**src/rtl/pipe_issue_unit.sv**
```systemverilog
// ============================================================================
// pipe_issue_unit: FIFO-buffered issue front-end for pipe_ex2 with RAW bubbles.
// Optional hazard scoreboard enabled by macro PIPE_ISSUE_HAZARD_EN.
// Revision: 1.0
// ============================================================================
`default_nettype none

module pipe_issue_unit #(
  parameter int         DEPTH        = 4,
  parameter int         HAZ_WIN      = 2,
  parameter logic [7:0] SCRATCH_ADDR = 8'd255
) (
  input  logic       clk,
  input  logic       rst,
  input  logic       in_valid,
  output logic       in_ready,
  input  logic [3:0] in_rs1,
  input  logic [3:0] in_rs2,
  input  logic [3:0] in_rd,
  input  logic [3:0] in_func,
  input  logic [7:0] in_addr,
  output logic [3:0] rs1,
  output logic [3:0] rs2,
  output logic [3:0] rd,
  output logic [3:0] func,
  output logic [7:0] addr,
  output logic       issue_valid,
  output logic       bubble,
  output logic [4:0] count,
  output logic [7:0] stall_cnt
);

  localparam int AW = $clog2(DEPTH);

  typedef struct packed {
    logic [3:0] rs1;
    logic [3:0] rs2;
    logic [3:0] rd;
    logic [3:0] func;
    logic [7:0] addr;
  } instr_t;

  // Bubbles and idles share one encoding: ADD r0,r0 -> r0 stored to the scratch word.
  localparam instr_t c_idle = '{rs1: 4'd0, rs2: 4'd0, rd: 4'd0, func: 4'd0, addr: SCRATCH_ADDR};

  instr_t          fifo_q [DEPTH];
  logic [AW-1:0]   wr_ptr_q, rd_ptr_q;
  logic [4:0]      count_q, count_d;
  instr_t          out_q, out_d, head;
  logic            issue_valid_q, issue_valid_d;
  logic            bubble_d;
  logic            empty, push, pop, hazard;

  assign empty    = (count_q == 5'd0);
  assign in_ready = (count_q < 5'(DEPTH));
  assign push     = in_valid && in_ready;
  assign pop      = !empty && !hazard;
  assign head     = fifo_q[rd_ptr_q];

  always_comb begin
    out_d         = c_idle;
    issue_valid_d = 1'b0;
    bubble_d      = 1'b0;
    if (!empty) begin
      if (hazard) begin
        bubble_d = 1'b1;
      end else begin
        out_d         = head;
        issue_valid_d = 1'b1;
      end
    end
  end

  always_comb begin
    count_d = count_q;
    case ({push, pop})
      2'b10:   count_d = count_q + 5'd1;
      2'b01:   count_d = count_q - 5'd1;
      default: count_d = count_q;
    endcase
  end

  always_ff @(posedge clk) begin
    if (push) fifo_q[wr_ptr_q] <= '{rs1: in_rs1, rs2: in_rs2, rd: in_rd, func: in_func, addr: in_addr};
  end

  always_ff @(posedge clk or posedge rst) begin
    if (rst) begin
      wr_ptr_q      <= '0;
      rd_ptr_q      <= '0;
      count_q       <= 5'd0;
      out_q         <= c_idle;
      issue_valid_q <= 1'b0;
    end else begin
      if (push) wr_ptr_q <= wr_ptr_q + AW'(1);
      if (pop)  rd_ptr_q <= rd_ptr_q + AW'(1);
      count_q       <= count_d;
      out_q         <= out_d;
      issue_valid_q <= issue_valid_d;
    end
  end

`ifdef PIPE_ISSUE_HAZARD_EN
  logic       bubble_q;
  logic [7:0] stall_q;

  if (HAZ_WIN > 0) begin : g_sb
    // Entry 0 holds the most recent issue slot.
    logic [HAZ_WIN-1:0] vld_q;
    logic [3:0]         sb_rd_q [HAZ_WIN];
    logic               hit;

    always_ff @(posedge clk or posedge rst) begin
      if (rst) begin
        vld_q <= '0;
        for (int i = 0; i < HAZ_WIN; i++) sb_rd_q[i] <= 4'd0;
      end else begin
        vld_q[0]   <= issue_valid_d;
        sb_rd_q[0] <= out_d.rd;
        for (int i = 1; i < HAZ_WIN; i++) begin
          vld_q[i]   <= vld_q[i-1];
          sb_rd_q[i] <= sb_rd_q[i-1];
        end
      end
    end

    always_comb begin
      hit = 1'b0;
      for (int i = 0; i < HAZ_WIN; i++) begin
        if (vld_q[i] && ((head.rs1 != 4'd0 && head.rs1 == sb_rd_q[i]) ||
                         (head.rs2 != 4'd0 && head.rs2 == sb_rd_q[i])))
          hit = 1'b1;
      end
    end

    assign hazard = !empty && hit;
  end else begin : g_nosb
    assign hazard = 1'b0;
  end

  always_ff @(posedge clk or posedge rst) begin
    if (rst) begin
      bubble_q <= 1'b0;
      stall_q  <= 8'd0;
    end else begin
      bubble_q <= bubble_d;
      if (bubble_d && stall_q != 8'hFF) stall_q <= stall_q + 8'd1;
    end
  end

  assign bubble    = bubble_q;
  assign stall_cnt = stall_q;
`else
  logic unused_cfg;

  assign hazard     = 1'b0;
  assign bubble     = 1'b0;
  assign stall_cnt  = 8'd0;
  assign unused_cfg = bubble_d ^ (HAZ_WIN != 0);
`endif

  assign rs1         = out_q.rs1;
  assign rs2         = out_q.rs2;
  assign rd          = out_q.rd;
  assign func        = out_q.func;
  assign addr        = out_q.addr;
  assign issue_valid = issue_valid_q;
  assign count       = count_q;

endmodule

`default_nettype wire

```
**config.mk**
```make
export PLATFORM = sky130hd
export DESIGN_NAME = pipe_issue_unit
export DESIGN_NICKNAME = d
export VERILOG_FILES = /design/src/rtl/pipe_issue_unit.sv
export SDC_FILE = /design/constraint.sdc
export NUM_CORES = 1
export LEC_CHECK = 0
export BUFFER_PORTS_ARGS = -buffer_cell sky130_fd_sc_hd__buf_2
export CAP_MARGIN = 20
export CORE_UTILIZATION = 54
export DETAILED_ROUTE_END_ITERATION = 10
export GPL_TIMING_DRIVEN = 0
export HOLD_SLACK_MARGIN = 0.05
export PLACE_DENSITY_LB_ADDON = 0.2
export SYNTH_ARGS = -nofsm -noshare
export SYNTH_HDL_FRONTEND = slang
export SYNTH_SLANG_ARGS = --single-unit
```
**constraint.sdc**
```tcl
create_clock -name clk -period 3.7 [get_ports clk]
set_input_delay 0.185 -clock clk [delete_from_list [all_inputs] [get_ports clk]]
set_output_delay 0.185 -clock clk [all_outputs]
set_load 0.05 [all_outputs]
```
# [Word level (Yosys, flattened, before mapping)]
# Memory sizes are Yosys's and may differ from the RTL's.
# Index checks and enable logic that the tools add are counted.
[totals] mem_count=1 ram_bits=96 output_inout_bits=40 reg_bits=34 wordCells=26 inputBits=27
[memory_table] memory="fifo_q" depth=4 word_bits=24 read_ports=1 rd_clocked_by_memory_dff=0 write_ports=1 line="46" source="instr_t fifo_q [DEPTH];"
[classes] n_reduce_logical=4 muxes=5 magnitude_cmp=1 eq_ne=2 add_sub_neg=4
[op_table] operator="two-way mux 24 bit" count=1
[op_table] operator="case mux 5 bit (2 select lines)" count=1
[op_table] operator="adder 5 x 1 -> 5 bit (second input constant)" count=1
[op_table] operator="logical NOT 5 bit" count=1
[op_table] operator="< comparator 5 x 3 -> 1 bit (second input constant)" count=1
[op_table] operator="subtractor 5 x 1 -> 5 bit (second input constant)" count=1
[op_table] operator="adder 2 x 1 -> 2 bit (second input constant)" count=2
[op_table] operator="two-way mux 1 bit" count=3
[op_table] operator="equality test 2 x 1 -> 1 bit (second input constant)" count=1
[op_table] operator="equality test 2 bit (second input constant)" count=1
[op_table] operator="nonzero test 2 bit" count=1
[op_table] operator="logical AND 1 bit" count=1
[op_table] operator="logical NOT 1 bit" count=1

# [Depth between registers and ports, before layout]
[depth] ltp_word=4 mapped_depth=14 ltp_nobuf=10

# [Worst setup path before layout]
# No wires, ideal clock.
[synth_path] kind="reg2reg" from="register count_q[2] (netlist: count[2])" to="register count_q[4] (netlist: count[4])" arrival_ns=3.016 slack_ns=0.537 period_less_slack_ns=3.163 path_stages_with_launch=14 setup_ns=0.147 path_buffers=3 required_ns=3.553 cell_sequence="dfrtp_1 nor3_4 and2_1 buf_6 inv_4 buf_6 ha_1 buf_2 xor2_1 ha_1 nor2b_1 a31oi_1 o32ai_1 xor2_1"
[synth_between] elab_chain_cells=4
[synth_lines] element="from (decl)" line="48" source="logic [4:0] count_q, count_d;"
[synth_lines] element="from (signal assigned)" line="97" source="count_q <= count_d;"
[synth_lines] element="< comparator 5 x 3 -> 1 bit (*)" line="55" source="assign in_ready = (count_q < 5'(DEPTH));"
[synth_lines] element="named net in_ready" line="16" source="output logic in_ready,"
[synth_lines] element="logical AND 1 bit (*)" line="56" source="assign push = in_valid && in_ready;"
[synth_lines] element="equality test 2 x 1 -> 1 bit or equality test 2 bit (tied branches)" line="76" source="case ({push, pop})"
[synth_lines] element="case mux 5 bit (2 select lines) or nonzero test 2 bit (tied branches)"
# Mark *: on every way through the listed nets, which the timed path passes. The rest lies on a longest branch.
# A chain may end at the register's enable or synchronous reset.

# [Final worst setup path]
[layout_path] from="register count_q[2] (netlist: count[2])" to="register count_q[4] (netlist: count[4])"
[layout_between] elab_chain_cells=4
[layout_lines] element="< comparator 5 x 3 -> 1 bit or logical NOT 5 bit (tied branches)" line="55, 54"
[layout_lines] element="logical AND 1 bit or logical NOT 1 bit (tied branches)"
[layout_lines] element="equality test 2 x 1 -> 1 bit or equality test 2 bit (tied branches)" line="76"
[layout_lines] element="case mux 5 bit (2 select lines) or nonzero test 2 bit (tied branches)"
# Several ways; a longest one is shown, not always the timed one.

==> qor.yml <==
floorplan:
  start_util_pct: 56.8
  die_area_sq_mm: 0.00969
  io_pins: 67
  fp.dieW_microns: 98.4
  fp.dieH_microns: 98.4
  core_sq_mm: 0.00885
  rows: 34
clocking:
  cts_setup_buffers: 0
  root_buffer: "clkbuf_8"
  h-tree-depth: 4
  clock_latency_ns: 0.51
  cts_tree: "yes"
  clkTransAtPathRegs_ns: 0.06
  post_cts_resized: 0
  cts.sinks: 130
  clock_path_buffers: 2
  cts-buffers-inserted: 17
  hold_buffers: 25
timing:
  relSlewSlack_pct: 41.0
  fmaxAchievable_mhz: 347
  fin_hold_ws_ns: 0.132
  finClkSkew_ns: 0.00695
  worstMarginPinSlew_ns: 0.884
  slew_violations: 0
  finalSetupTns_ns: 0
  setup_viol: 0
  min_period_ns: 2.88
  grt_setup_unrepaired: "false"
  final.period_utilization_pct: 77.8
  hold_viol: 0
critical_path:
  worstPathRequired_ns: 4.13
  start_kind: "register"
  cp.buffers_inverters: 4
  path_delay_family: "simple AND/OR/NAND/NOR gates"
  crit_chain: "nor3_4 -> and2_1 -> buf_6 -> inv_4 -> buf_6 -> ha_1 -> buf_2 -> xor2_1 -> ha_1 -> nor2b_1 -> a31oi_1 -> o32ai_1 -> xor2_1"
  crit_path_max_incr_delay_ns: 0.47
  path_class: "register to register"
  cp.arrival_ns: 3.31
  endpoint_kind: "register"
  critPathMaxFanout: 12
  crit_path_top_delay_cell: "dfrtp_1"
routing:
  routedWlPerCell_microns: 17.1
  wl_microns: 8220
  firstDrtPassIters: 7
  route.vias.total: 2488
  ant_nets: 0
  vias_per_cell: 5.18
  route.detailed.drc: 0
  drt-initial-drc-count: 88
layout:
  fin_cells: 480
  n_antenna_cell: 0
  fin_nets: 393
  syn2layout_area_growth_pct: 26.7
  final_cell_mix: "96 x edfxtp_1, 60 x buf_2, 26 x dfrtp_1, 25 x dlygate4sd3_1, 19 x mux4_1"
  final_common_cell: "edfxtp_1"
  drive_gt1_share_pct: 35.5
global_routing:
  grt_pass1_vias: 2562
  grt_max_degree: 22
  grt.total_usage_pct: 19.0
  antenna_found_initial: 0
  grt_pass1_wl_microns: 13200
  overflow: 0
synth:
  synth.distinct_cells: 35
  synth-edff-count: 96
  synth_area_leader_cell: "edfxtp_1"
  yosysWarnings: 0
  synth_seq_cells: 130
  synth.area.top_cells: "edfxtp_1 57%, dfrtp_1 13%, mux4_1 9.9%"
  syn_area_sq_mm: 0.00502
  synthFlopType: "edfxtp_1"
  synth.avg_cell_area_sq_um: 20.5
  synth_top_area_share_pct: 57.4
  yosysSeqAreaShare_pct: 74.5
  netlist_instances: 245
  postSynth.asyncResetShare_pct: 26.2
pwr:
  ir_worst_vdd_mv: 0.386
  powerDensity_mw_per_mm2: 814
  fin_total_pwr_mw: 5.18
  p_leak_nw: 2.47
status:
  outcome: "finished, final reports clean"
min_path:
  hold_class: "input pin to register"
placed_design:
  dpl.hpwl_microns: 5040
  globalplace.congestion: 0.696
  place_inst: 423
  portBuffers: 57
run:
  max-cap-violations: 0
==> metal layers <==
| metal | wire (microns) | track usage [%] |
|---|---|---|
| met4 | 89 | 7.23 |
| met2 | 4140 | 31.5 |
| met3 | 277 | 5.74 |
| met5 | 0 | 0 |
| met1 | 3720 | 23.8 |
==> cell type report <==
type                            count  area, sq um
Clock buffer                       18          418
Buffer                             19          156
Tap cell                          108          135
Inverter                            5         21.3
Sequential cell                   130         3740
Fill cell                         569         2490
Clock inverter                     14         95.1
Multi-Input combinational cell     99         1130
Timing Repair Buffer               87          661
==> cells by family (layout without fill, tap and decap cells) <==
| group | Yosys count | in the layout | share of synthesized area (%) |
|---|---|---|---|
| DFF | 130 | 130 | 74.5 |
| and+or+nand+nor | 40 | 40 | 4.96 |
| muxes | 25 | 25 | 12.4 |
| buffers and inverters | 24 | 143 | 3.54 |
| AOI/OAI and AO/OA | 9 | 9 | 1.17 |
| xor gates and xnor gates | 9 | 9 | 1.57 |
| adders and majority gates | 7 | 7 | 1.74 |
| other | 1 | 9 | 0.0747 |
==> sequential cells by signal, summed over array words and instances (netlist names) <==
signal / cells
addr: 8
rs2: 4
fifo_q: 96
rs1: 4
count: 5
issue_valid: 1
wr_ptr_q: 2
rd: 4
rd_ptr_q: 2
func: 4
==> cell usage after synthesis (2+ instances only) <==
cell	count
and3_1	4
xnor2_1	4
ha_1	7
nor2_1	3
dfstp_2	8
buf_2	3
mux4_1	19
dfrtp_1	26
mux4_2	5
inv_1	4
or2_2	6
and2_1	18
xor2_1	5
buf_4	9
nand2_1	2
buf_6	4
a21oi_1	3
edfxtp_1	96
or2_1	2
nor2b_1	2
==> final timing paths <==
path	to	slack, ns	start	depth (start not counted)
max	count[4]	0.82	count[2]	13
min reg2reg	count[4]	0.54	count[4]	1
max in group asynchronous	addr[5]	2.61	rst	4
max reg2reg	count[4]	0.82	count[2]	13
min in group asynchronous	count[4]	0.41	rst	3
min	wr_ptr_q[0]	0.13	in_valid	3
==> stage by stage <==
step	instance area [sq um]	util, %	setup slack, ns
after detailed placement	5600	63.3	0.829
final	6360	71.9	0.822
after global routing	6360	71.9	0.603
after CTS	6360	71.9	0.810
after global placement	5470	61.8	0.892
after floorplan	5050	-	0.537
==> power by group <==
group          switching, mW  internal (mW)
clock                  0.586          0.815
sequential             0.103           1.86
combinational           1.14          0.671
==> worst register-to-register path: cells and delay by family (launching register included) <==
family | cells | cell delay [ns]
adder cells (fa/ha/maj) | 2 | 0.39
buffers and inverters | 4 | 0.55
XOR/XNOR | 2 | 0.31
flip-flops | 1 | 0.47
AND/OR/NAND/NOR | 3 | 0.68
AO/OA/AOI/OAI | 2 | 0.40
No activity file was read; power rests on OpenSTA's default activity.
